### src/rtl/sim_ctrl_responder.sv
// Simulation-control responder: TOHOST exit register, console byte FIFO,
// free-running cycle counter and watchdog, behind a one-cycle-latency bus.
module sim_ctrl_responder #(
   parameter int unsigned DEPTH          = 8,
   parameter int unsigned TIMEOUT_CYCLES = 100000
) (
   input  logic        clk,
   input  logic        rst_n,
   input  logic        req_valid,
   output logic        req_ready,
   input  logic        req_we,
   input  logic [3:0]  req_addr,
   input  logic [31:0] req_wdata,
   output logic        rsp_valid,
   output logic [31:0] rsp_rdata,
   output logic        con_valid,
   input  logic        con_ready,
   output logic [7:0]  con_data,
   output logic        done,
   output logic        pass,
   output logic [30:0] exit_code,
   output logic        timeout
);

   localparam int unsigned AW      = $clog2(DEPTH);
   localparam int unsigned CW      = AW + 1;
   localparam logic [31:0] WD_LAST = (TIMEOUT_CYCLES == 0) ? '0 : 32'(TIMEOUT_CYCLES - 1);

   typedef enum logic [1:0] {S_RUN, S_DONE, S_TIMEOUT} state_t;

   state_t          state, state_next;
   logic [31:0]     tohost;
   logic [31:0]     cycle_cnt;
   logic [7:0]      mem [DEPTH];
   logic [AW-1:0]   wr_ptr, rd_ptr;
   logic [CW-1:0]   count;
   logic            full, empty;
   logic            accept, push, pop;
   logic            tohost_wr, exit_wr, wd_hit, cnt_en;
   logic [1:0]      sel;
   logic [31:0]     rdata_next;
   logic            unused_addr_bits;

   assign sel              = req_addr[3:2];
   assign unused_addr_bits = ^req_addr[1:0];

   // full derives only from registered count, so a same-cycle pop never admits a push
   assign full      = (count == CW'(DEPTH));
   assign empty     = (count == '0);
   assign req_ready = !(req_valid && req_we && (sel == 2'd1) && full);
   assign accept    = req_valid && req_ready;
   assign push      = accept && req_we && (sel == 2'd1);
   assign pop       = !empty && con_ready;
   assign con_valid = !empty;
   assign con_data  = empty ? '0 : mem[rd_ptr];

   assign tohost_wr = accept && req_we && (sel == 2'd0) && (state == S_RUN);
   assign exit_wr   = tohost_wr && req_wdata[0];
   assign wd_hit    = (TIMEOUT_CYCLES != 0) && (cycle_cnt == WD_LAST);

   always_ff @(posedge clk or negedge rst_n) begin
      if (!rst_n) state <= S_RUN;
      else        state <= state_next;
   end

   // An exit write takes priority over watchdog expiry on the same edge
   always_comb begin
      state_next = state;
      cnt_en     = 1'b0;
      done       = 1'b0;
      timeout    = 1'b0;
      case (state)
         S_RUN: begin
            if (exit_wr)     state_next = S_DONE;
            else if (wd_hit) state_next = S_TIMEOUT;
            else             cnt_en     = 1'b1;
         end
         S_DONE:    done       = 1'b1;
         S_TIMEOUT: timeout    = 1'b1;
         default:   state_next = S_RUN;
      endcase
   end

   always_comb begin
      rdata_next = '0;
      if (!req_we) begin
         case (sel)
            2'd0:    rdata_next = tohost;
            2'd2:    rdata_next = {22'b0, timeout, done, full, empty, 6'(count)};
            2'd3:    rdata_next = cycle_cnt;
            default: rdata_next = '0;
         endcase
      end
   end

   always_ff @(posedge clk or negedge rst_n) begin
      if (!rst_n) begin
         tohost    <= '0;
         cycle_cnt <= '0;
         pass      <= 1'b0;
         exit_code <= '0;
         rsp_valid <= 1'b0;
         rsp_rdata <= '0;
         wr_ptr    <= '0;
         rd_ptr    <= '0;
         count     <= '0;
      end else begin
         if (cnt_en)    cycle_cnt <= cycle_cnt + 32'd1;
         if (tohost_wr) tohost    <= req_wdata;
         if (exit_wr) begin
            exit_code <= req_wdata[31:1];
            pass      <= (req_wdata[31:1] == '0);
         end
         rsp_valid <= accept;
         rsp_rdata <= accept ? rdata_next : '0;
         if (push) wr_ptr <= wr_ptr + 1'b1;
         if (pop)  rd_ptr <= rd_ptr + 1'b1;
         case ({push, pop})
            2'b10:   count <= count + 1'b1;
            2'b01:   count <= count - 1'b1;
            default: count <= count;
         endcase
      end
   end

   always_ff @(posedge clk) begin
      if (push) mem[wr_ptr] <= req_wdata[7:0];
   end

endmodule

### config.mk
export PLATFORM = sky130hd
export DESIGN_NAME = sim_ctrl_responder
export DESIGN_NICKNAME = d
export VERILOG_FILES = /design/src/rtl/sim_ctrl_responder.sv
export SDC_FILE = /design/constraint.sdc
export NUM_CORES = 1
export LEC_CHECK = 0
export CAP_MARGIN = 10
export CELL_PAD_IN_SITES_DETAIL_PLACEMENT = 2
export CELL_PAD_IN_SITES_GLOBAL_PLACEMENT = 2
export CORE_ASPECT_RATIO = 1.75
export CORE_UTILIZATION = 35
export CTS_BUF_LIST = sky130_fd_sc_hd__clkbuf_8
export DETAILED_ROUTE_END_ITERATION = 7
export PLACE_DENSITY = 0.85
export SLEW_MARGIN = 10
export SYNTH_ARGS = -nofsm -noshare
export SYNTH_HDL_FRONTEND = slang
export SYNTH_SLANG_ARGS = --single-unit
### constraint.sdc
create_clock -name clk -period 6.1 [get_ports clk]
set_input_delay 0.915 -clock clk [delete_from_list [all_inputs] [get_ports clk]]
set_output_delay 0.915 -clock clk [all_outputs]
set_load 0.01 [all_outputs]
==> metrics.txt <==
Post-CTS Setup Bufs 0; TritonCTS clock tree built; via count 5603; setup violators final 0; final hold viol count 0; Synth cell types 46; Worst path most repeated cell clkdlybuf4s50_1; outcome complete, no violations; top cells by area, synth dfrtp_1 (41%), edfxtp_1 (23%), mux2_2 (8.5%); die width 120 um; Root Buffer clkbuf_8; ratio of cells with drive above 1 in the final layout 20.0%; Final Wtd Congestion 0.774; Gate power share 26.0%; Leak Pwr 4.29 nW; Worst-Margin Slew 1.19 ns; Core ar. 23900 um2; dpl ws 1.49 ns; NetSw 1.32 mW; I/O pin total 118; Hold-fix buffers, CTS 0; Overflow after GRT 0; CP cell instances clkdlybuf4s50_1 -> and4b_1 -> nand2_1 -> clkdlybuf4s50_1; FMAX 0.273 GHz; leading area contributor after synthesis dfrtp_1; H-Tree Depth 1; largest net degree at the start of global routing 80; post-DR wirelength/cell 23.7 um; Area Overhead vs Synth 25.7%; first-pass GRT wire length 39300 um; Max Cap Viol 0; register area share after synthesis 63.9%; Initial Util 35.6%; drt pass-1 iters 4; crit path DAT 2.75 ns; post-synth top area share 41.4%; Worst-Skew Late Latency 0.57 ns; fin. max-slew vios 0; Post-Syn Instances 605; Post-synth EDFFs 64; Final Worst Setup Slack 2.44 ns; clk_skew 0.0121 ns; Total Power 4.28 mW; Layout Nets 784; DRT iter0 DRCs 244; dpl hpwl 17800 um; VDD IR max 0.218 mV; slowest stage delay, CP 0.86 ns; # rows 75; DP Area 10000 um2; Critical Path RT 5.18 ns; critical path class input pin to output port; ANT cells 0; all-layer global routing usage 20.8%; switching share of power 30.7%; Clock Tree Buf Depth 3; Die Span Y 208 um; relative slew slack 19.9%; antenna-violating nets left 0; commonest non-fill, non-tap cell in the layout dfrtp_1; dpl cells 1008; Cell Int Power 2.97 mW; die area 25000 um2; clock power share 28.2%; Worst setup EP type output port; fin crit share 60.0%; initial antenna violation count 0; syn avg cell area 14.1 um2; Syn. warnings 0; CP startpoint kind input pin; cts bufs inserted 31; Final Routed Wirelength 25300 um; crit-path max FO 11; #FFs+latches synth 205; # port buffers 115; setup_tns 0 ns; Final Non-Filler Cells 1067; Finished Cell Area 10700 um2; vias in the first global route 6591; CP max-delay cell clkdlybuf4s50_1; Worst Hold Class input pin to async pin; RSZ-0062 raised after global routing no; Top Family by Delay on Critical Path buffers and inverters; asr flop ratio synth 68.8%; clk slew on worst S/H paths 0.07 ns; clock sinks 205; Primary FF master, synth dfrtp_1; DRC errors left 0; PwrDens 400 nW/um2; syn_nets 655; Cell Area, Synth 8530 um2; crit path time final 3.66 ns; Via-to-Cell Ratio 5.25; CTS resizes 0; power share of the sequential group 45.8%; most frequent cells in the layout dfrtp_1 (140), clkdlybuf4s50_1 (114), mux2_2 (64), edfxtp_1 (64), nor2_1 (60); worst path buffer plus inverter count 2
-- per-layer routing --
| layer | vias to the layer above | part of all wire, % | GRT usage, % |
|---|---|---|---|
| li1 | 2466 | - | - |
| met1 | 2923 | 34 | 20.6 |
| met5 | - | 0 | 0 |
| met2 | 171 | 59 | 42.5 |
| met4 | 0 | 2.3 | 5.82 |
| met3 | 43 | 4.1 | 3.45 |
-- cells in the mapped netlist (2+ instances only) --
cell type    n
a21oi_1     11
a22oi_1     24
and2_1       4
and3_1       3
and4_1       6
buf_1        4
clkbuf_1    25
dfrtp_1    141
edfxtp_1    64
ha_1         9
inv_1        7
mux2_2      64
mux2i_1     16
mux4_2      16
nand2_1     21
nand2b_1     4
nand3_1     11
nand4_1     15
nor2_1      60
nor2b_1      6
nor3_1      14
nor4_1      14
nor4_2       2
or2_2        2
or3_1        2
or4_1        3
or4b_1       2
xnor2_1     22
xor2_1      16
-- power groups by stage --
stage          combinational, mW  sequential (mW)  clock, mW
3_5_place_dp                1.12             1.99          0
2_1_floorplan              0.651             1.86          0
3_3_place_gp                1.03             1.96          0
5_1_grt                     1.20             2.00       1.29
4_1_cts                     1.13             1.97       1.24
6_report                    1.11             1.96       1.21
-- stage by stage --
| stage | util (%) | hold slack, ns |
|---|---|---|
| final | 44.8 | 0.350 |
| after floorplan | - | 0.446 |
| after global placement | 41.9 | 0.464 |
| after detailed placement | 41.9 | 0.494 |
| after CTS | 44.7 | 0.348 |
| after global routing | 44.8 | 0.353 |
-- state kept, by name, indices dropped and copies added (netlist names) --
name       count
cycle_cnt     32
count          4
mem           64
tohost        32
state          2
exit_code     31
rsp_rdata     32
pass           1
rd_ptr         3
wr_ptr         3
rsp_valid      1
-- kinds of logic after synthesis --
kind of cell             count (synthesis)  synth area share (%)
XOR/XNOR                                38                  3.90
AND/OR/NAND/NOR                        175                  10.8
adder cells (fa/ha/maj)                  9                  1.32
flip-flops                             205                  63.9
buffers and inverters                   38                  1.69
AO/OA/AOI/OAI                           43                  3.65
multiplexers                            97                  14.7
-- path summary, 6_finish.rpt --
check	from	endpoint	slack, ns	cells after the start
min reg2reg	tohost[30]$_DFFE_PN0N_	tohost[30]$_DFFE_PN0N_	0.51	1
max	req_addr[3]	req_ready	2.44	4
min in group clk	tohost[30]$_DFFE_PN0N_	tohost[30]$_DFFE_PN0N_	0.51	1
max reg2reg	state[1]$_DFFE_PN0P_	exit_code[23]$_DFFE_PN0P_	3.38	6
max in group asynchronous	rst_n	rsp_rdata[15]$_DFF_PN0_	4.25	2
min	rst_n	exit_code[19]$_DFFE_PN0P_	0.35	1
-- cell type report --
class / instances / area [um2]
Clock inverter: 23 / 179
Inverter: 8 / 30.0
Multi-Input combinational cell: 362 / 2940
Clock buffer: 35 / 482
Fill cell: 2363 / 13200
Tap cell: 308 / 385
Timing Repair Buffer: 126 / 1240
Sequential cell: 205 / 5450
-- worst register-to-register path, stage by stage, from the launching register on --
cell and delay [ns]:
dfrtp_1 0.42, inv_1 0.11, ha_1 0.24, nand4_1 0.14, buf_4 0.41, or2_2 0.82, mux2_2 0.45
No activity file was read; power rests on OpenSTA's default activity.
